**config.mk**
```make
export PLATFORM = sky130hd
export DESIGN_NAME = inst_fetch_queue
export DESIGN_NICKNAME = d
export VERILOG_FILES = /design/src/rtl/inst_fetch_queue.sv
export SDC_FILE = /design/constraint.sdc
export NUM_CORES = 1
export LEC_CHECK = 0
export ABC_AREA = 1
export CAP_MARGIN = 5
export CORE_MARGIN = 1.5
export CORE_UTILIZATION = 33
export DETAILED_ROUTE_END_ITERATION = 6
export GPL_TIMING_DRIVEN = 0
export REMOVE_ABC_BUFFERS = 1
export SETUP_SLACK_MARGIN = 0.15
export SLEW_MARGIN = 20
export SYNTH_ARGS = -nofsm -noshare
export SYNTH_HDL_FRONTEND = slang
export SYNTH_SLANG_ARGS = --single-unit
export TNS_END_PERCENT = 10
```
**constraint.sdc**
```tcl
create_clock -name clk -period 4.6 [get_ports clk]
set_clock_uncertainty 0.2 [all_clocks]
set_input_delay 0.92 -clock clk [delete_from_list [all_inputs] [get_ports clk]]
set_output_delay 0.92 -clock clk [all_outputs]
set_load 0.1 [all_outputs]
```
**src/rtl/inst_fetch_queue.sv**
```systemverilog
// Instruction-fetch front end: issues one word fetch at a time to the cache
// instruction port and buffers the returned words, tagged with their PC, in
// a small FIFO for decode. Redirects flush the queue and discard any fetch
// still in flight.
// Optional feature macro: IFQ_BYPASS_EN. When it is defined, a word returning
// into an empty queue is presented to decode combinationally in its arrival
// cycle.

`ifndef IF_FINISHED
`define IF_FINISHED 2'b10
`endif

module inst_fetch_queue #(
  parameter int ADDR_WIDTH  = 17,
  parameter int LEN         = 32,
  parameter int QUEUE_DEPTH = 4,
  parameter int PTR_WIDTH   = 2,
  parameter int RESET_PC    = 0
) (
  input  logic                  clk,
  input  logic                  rst_n,
  output logic                  inst_fetch_enabled,
  output logic [ADDR_WIDTH-1:0] mem_inst_addr,
  input  logic [LEN-1:0]        instruction,
  input  logic [1:0]            mem_vis_status,
  input  logic                  redirect_valid,
  input  logic [ADDR_WIDTH-1:0] redirect_pc,
  input  logic                  deq_ready,
  output logic                  deq_valid,
  output logic [LEN-1:0]        deq_inst,
  output logic [ADDR_WIDTH-1:0] deq_pc,
  output logic [PTR_WIDTH:0]    queue_count
);

  typedef enum logic [1:0] {
    S_IDLE    = 2'd0,
    S_WAIT    = 2'd1,
    S_DISCARD = 2'd2
  } state_t;

  localparam logic [ADDR_WIDTH-1:0] RESET_PC_W = ADDR_WIDTH'(RESET_PC);
  localparam logic [ADDR_WIDTH-1:0] PC_STEP    = ADDR_WIDTH'(4);
  localparam logic [PTR_WIDTH-1:0]  PTR_ONE    = PTR_WIDTH'(1);
  localparam logic [PTR_WIDTH:0]    CNT_ONE    = (PTR_WIDTH+1)'(1);
  localparam logic [PTR_WIDTH+1:0]  DEPTH_W    = (PTR_WIDTH+2)'(QUEUE_DEPTH);

  state_t                  state_q, state_d;
  logic [ADDR_WIDTH-1:0]   fetch_pc_q, fetch_pc_d;
  logic                    en_q, en_d;
  logic [ADDR_WIDTH-1:0]   addr_q, addr_d;
  logic [PTR_WIDTH-1:0]    wr_ptr_q, wr_ptr_d;
  logic [PTR_WIDTH-1:0]    rd_ptr_q, rd_ptr_d;
  logic [PTR_WIDTH:0]      count_q, count_d;

  // FIFO storage is pure data and is never reset; validity comes from count_q.
  logic [LEN-1:0]          fifo_inst_q [QUEUE_DEPTH];
  logic [ADDR_WIDTH-1:0]   fifo_pc_q   [QUEUE_DEPTH];

  logic                    fin;
  logic                    head_valid;
  logic                    bypass;
  logic                    deq_fire;
  logic                    push;
  logic                    pop;
  logic [PTR_WIDTH+1:0]    occ_with_fire;
  logic                    space_ok;

  assign fin        = (mem_vis_status == `IF_FINISHED);
  assign head_valid = (count_q != '0);

`ifdef IFQ_BYPASS_EN
  // A word arriving for a live fetch into an empty queue goes straight to decode.
  assign bypass = !head_valid && (state_q == S_WAIT) && fin && !redirect_valid;
`else
  assign bypass = 1'b0;
`endif

  assign deq_valid   = head_valid | bypass;
  assign deq_fire    = deq_valid & deq_ready;
  assign queue_count = count_q;

  // A redirect flushes the queue, so a pop in the same cycle is meaningless.
  assign pop  = deq_ready & head_valid & ~redirect_valid;
  // Live returned word is stored unless the bypass path already handed it over.
  assign push = (state_q == S_WAIT) & fin & ~redirect_valid & ~(bypass & deq_ready);

  // Issue is conservative: a slot must be free even counting this cycle's pop.
  assign occ_with_fire = {1'b0, count_q} + {{(PTR_WIDTH+1){1'b0}}, deq_fire};
  assign space_ok      = (occ_with_fire < DEPTH_W);

  // Decode-side view of the head entry (or the bypassed word); zero when idle.
  always_comb begin
    deq_inst = '0;
    deq_pc   = '0;
    if (head_valid) begin
      deq_inst = fifo_inst_q[rd_ptr_q];
      deq_pc   = fifo_pc_q[rd_ptr_q];
    end else if (bypass) begin
      deq_inst = instruction;
      deq_pc   = fetch_pc_q;
    end
  end

  // Fetch FSM: request is held stable from issue until the cache reports completion.
  always_comb begin
    state_d    = state_q;
    fetch_pc_d = fetch_pc_q;
    en_d       = en_q;
    addr_d     = addr_q;
    case (state_q)
      S_IDLE: begin
        if (!redirect_valid && space_ok) begin
          en_d    = 1'b1;
          addr_d  = fetch_pc_q;
          state_d = S_WAIT;
        end
      end
      S_WAIT: begin
        if (fin) begin
          en_d    = 1'b0;
          state_d = S_IDLE;
          if (!redirect_valid) fetch_pc_d = fetch_pc_q + PC_STEP;
        end else if (redirect_valid) begin
          state_d = S_DISCARD;
        end
      end
      S_DISCARD: begin
        if (fin) begin
          en_d    = 1'b0;
          state_d = S_IDLE;
        end
      end
      default: state_d = S_IDLE;
    endcase
    if (redirect_valid) fetch_pc_d = redirect_pc;
  end

  // Queue pointer and occupancy bookkeeping; a redirect empties the queue.
  always_comb begin
    wr_ptr_d = wr_ptr_q;
    rd_ptr_d = rd_ptr_q;
    count_d  = count_q;
    if (redirect_valid) begin
      wr_ptr_d = '0;
      rd_ptr_d = '0;
      count_d  = '0;
    end else begin
      if (push) wr_ptr_d = wr_ptr_q + PTR_ONE;
      if (pop)  rd_ptr_d = rd_ptr_q + PTR_ONE;
      case ({push, pop})
        2'b10:   count_d = count_q + CNT_ONE;
        2'b01:   count_d = count_q - CNT_ONE;
        default: count_d = count_q;
      endcase
    end
  end

  // Control and request registers.
  always_ff @(posedge clk or negedge rst_n) begin
    if (!rst_n) begin
      state_q    <= S_IDLE;
      fetch_pc_q <= RESET_PC_W;
      en_q       <= 1'b0;
      addr_q     <= '0;
      wr_ptr_q   <= '0;
      rd_ptr_q   <= '0;
      count_q    <= '0;
    end else begin
      state_q    <= state_d;
      fetch_pc_q <= fetch_pc_d;
      en_q       <= en_d;
      addr_q     <= addr_d;
      wr_ptr_q   <= wr_ptr_d;
      rd_ptr_q   <= rd_ptr_d;
      count_q    <= count_d;
    end
  end

  // FIFO write port: store the returned word together with the PC it was fetched from.
  always_ff @(posedge clk) begin
    if (push) begin
      fifo_inst_q[wr_ptr_q] <= instruction;
      fifo_pc_q[wr_ptr_q]   <= fetch_pc_q;
    end
  end

  assign inst_fetch_enabled = en_q;
  assign mem_inst_addr      = addr_q;

endmodule

```
==> flow_summary.toml <==
[route]
drt_iter0_drc = 328
wire_per_inst_um = 16.3
viasPerCell = 4.71
finalWirelength_mm = 23.0
remaining_drc_errors = 0
route.antenna.remaining_nets = 0
drtPass1Iterations = 4
num_vias = 6648

[layout]
proportion_of_layout_cells_with_a_drive_suffix_above_1_pct = 11.3
highest_count_cells_in_the_layout_ignoring_fill_and_taps = "214 x nor2_1, 196 x edfxtp_1, 104 x o21ai_0, 90 x nand2_1, 75 x clkdlybuf4s50_1"
regArea_um2 = 6990
areaGrowthSynthToFinish_pct = 26.7
multi_input_comb_area_um2 = 2560
num-fill-cells = 2794
layout_commonest_cell = "nor2_1"
final_core_util_pct = 42.4
insertedDiodeCount = 0
final_nets = 1065

[logic_synthesis]
ys_warn_count = 0
post_synth_instance_area_um2 = 9920
post_synth_main_area_contributors = "edfxtp_1 59%, dfrtp_1 11%, nor2_1 8.3%"
synth_top_cell_by_area = "edfxtp_1"
synthAdderAreaFrac_pct = 1.21
yosysUniqueCellTypes = 32
synthesis.area_per_instance_um2 = 11.2
synth-edff-count = 196
synth_compound_gate_area_share_pct = 10.2
synth_sequential_area_ratio_pct = 70.4
synth_mux_area_share_pct = 0
basic_gate_share_of_the_synthesized_area_counting_and_or_nand_and_nor_cells_pct = 13.6
postSynthRegisterBits = 240
ys_dominant_reg_cell = "edfxtp_1"
synth_xor_xnor_area_share_pct = 0.442
asyncSetResetFlopFracSynth_pct = 18.3
synth_cells = 882
synth_top_family_by_area = "simple AND/OR/NAND/NOR gates"
synth_top_area_share_pct = 59.3

[floorplan]
rows = 63
die_width_um = 176
core-area_um2 = 29600
die_height_um = 176
initial_core_util_pct = 33.5
die_area_um2 = 31100
floorplan.io_pins = 126

[global_routing]
gr-usage-met1_pct = 20.0
grt_pass1_wl_mm = 36.0
antenna_found_initial = 0
via_count_of_the_first_global_routing_pass = 6562
grtUsageTotal_pct = 14.9
grt_residual_overflow = 0
grt.met2_usage_pct = 25.0
global_route.usage.met3_pct = 2.61
globalRoute.busiestLayer = "met2"
grt_start_max_net_pins = 100

[setup_path]
crit_path_end_kind = "primary output"
critPathMaxFanout = 51
worstSetupEndpoint = "deq_pc[7]"
worst_ep_arrival_time_ns = 3.16
setup.worst_path.start = "rd_ptr_q[1]$_DFFE_PN0P_"
regToRegStartpoint = "state_q[1]$_DFFE_PN0P_"
reg2reg_slack_ns = 1.76
critical_path.reg2reg.endpoint = "fifo_inst_q[3][4]$_DFFE_PP_"
worst_path_max_delay_cell = "dfrtp_4"
crit_chain = "inv_4, nor2_1, o21ai_1, a21oi_1, clkdlybuf4s15_2"
crit_type = "flop to primary output"
cpPeakStageDelay_ns = 0.87
critPathLaunchType = "flop"
worstRegToRegCells = 7
timing.critical_path.required_ns = 3.48

[placed_design]
place.port_buffers = 125
detailed_place_hpwl_mm = 13.4
gp_routability_congestion = 0.815

[timing]
worst-slew-pin-transition_ns = 0.977
rsz0062_at_grt = "no"
max_freq_ghz = 0.234
timing.setup.tns_ns = 0
timing_max_transition_violations_final = 0
layout_min_cycle_time_ns = 4.28
finalHoldViolations = 0
setup-violations-final = 0
hold_slack_ns = 0.244
timing.final.crit_share_pct = 92.9
max_slew_margin_pct = 34.7

[worst_hold_path]
hold_path_class = "input port to async pin"

[clocking]
cts_tree = "built"
cts_inserted_buffers = 27
insertion_delay_ns = 0.53
cts.root.buffer_cell = "clkbuf_16"
ctsResizeCount = 148
cts-htree-levels = 1
postCtsSetupBuffers = 0
clk_pin_slew_ns = 0.06
post_cts_hold_buffer_count = 0
max-clock-path-buffers = 3
numClockSinks = 240

[power_and_ir_drop]
powerDensity_nw_per_um2 = 477
power_total_mw = 6.00
static-leakage-power_nw = 4.51
max-vdd-ir-drop_uv = 493

[outcome]
run_status = "complete, no violations"

[flow_run]
maxCapViolations = 0
[through the flow]
step	cells	cell area (um^2)	worst slack, ns
global route	1411	12600	0.173
CTS	1411	12600	0.167
detailed placement	1362	11700	-0.0416
floorplan	837	9690	-0.343
finish	1411	12600	0.325
global placement	1352	11400	-3.13
[registers in the layout, summed over array words and instances, names as in the netlist]
register	cells
rd_ptr_q	2
queue_count	3
fifo_inst_q	128
inst_fetch_enabled	1
fifo_pc_q	68
fetch_pc_q	17
wr_ptr_q	2
state_q	2
mem_inst_addr	17
[final cells by class]
cell class | count | area share [%]
Sequential cell | 240 | 55.6
Multi-Input combinational cell | 552 | 20.4
Timing Repair Buffer | 135 | 12.4
Clock buffer | 35 | 5.69
Tap cell | 390 | 3.88
Inverter | 45 | 1.48
Clock inverter | 14 | 0.597
[cell usage after synthesis, drive strengths merged, types with 2 or more instances]
library cell / n
nand3: 15
xnor2: 2
nor2: 219
o211ai: 2
nor3: 5
a21oi: 55
inv: 45
o21ai: 133
xor2: 3
ha: 8
dfrtp: 44
nand4: 7
clkbuf: 20
buf: 25
nand2: 95
edfxtp: 196
o21bai: 3
[kinds of logic after synthesis]
logic type      after synthesis
buf+inv                      90
simple gates                341
fa+ha+maj                     9
compound gates              197
xor+xnor                      5
flops                       240
[layer usage]
metal / part of all wire, % / vias up / routed length, um
met3: 5.1 / 35 / 1180
li1: - / 3278 / -
met5: 0 / - / 0
met2: 48 / 153 / 10900
met1: 45 / 3182 / 10400
met4: 2.0 / 0 / 471
[power breakdown]
part	switching [mW]	internal (mW)
combinational	1.13	0.333
sequential	0.120	2.51
clock	0.816	1.09
total	2.06	3.94
[how the worst min path moves through the flow]
stage / startpoint / cells after the start / end
after floorplan: fetch_pc_q[0]$_DFFE_PN0P_ / 0 / fifo_pc_q[0][0]$_DFFE_PP_
after global placement: mem_inst_addr[8]$_DFFE_PN0P_ / 2 / mem_inst_addr[8]$_DFFE_PN0P_
after detailed placement: mem_inst_addr[4]$_DFFE_PN0P_ / 2 / mem_inst_addr[4]$_DFFE_PN0P_
after CTS: rst_n / 1 / fetch_pc_q[10]$_DFFE_PN0P_
after global routing: rst_n / 1 / mem_inst_addr[9]$_DFFE_PN0P_
final: rst_n / 1 / fetch_pc_q[12]$_DFFE_PN0P_
[worst max-delay path, delay by kind of cell (launching register included)]
family	cells	cell delay [ns]
AO/OA/AOI/OAI	2	0.40
buffers and inverters	2	1.07
flip-flops	1	0.87
AND/OR/NAND/NOR	1	0.20
Power figures use the tool's default switching activity.
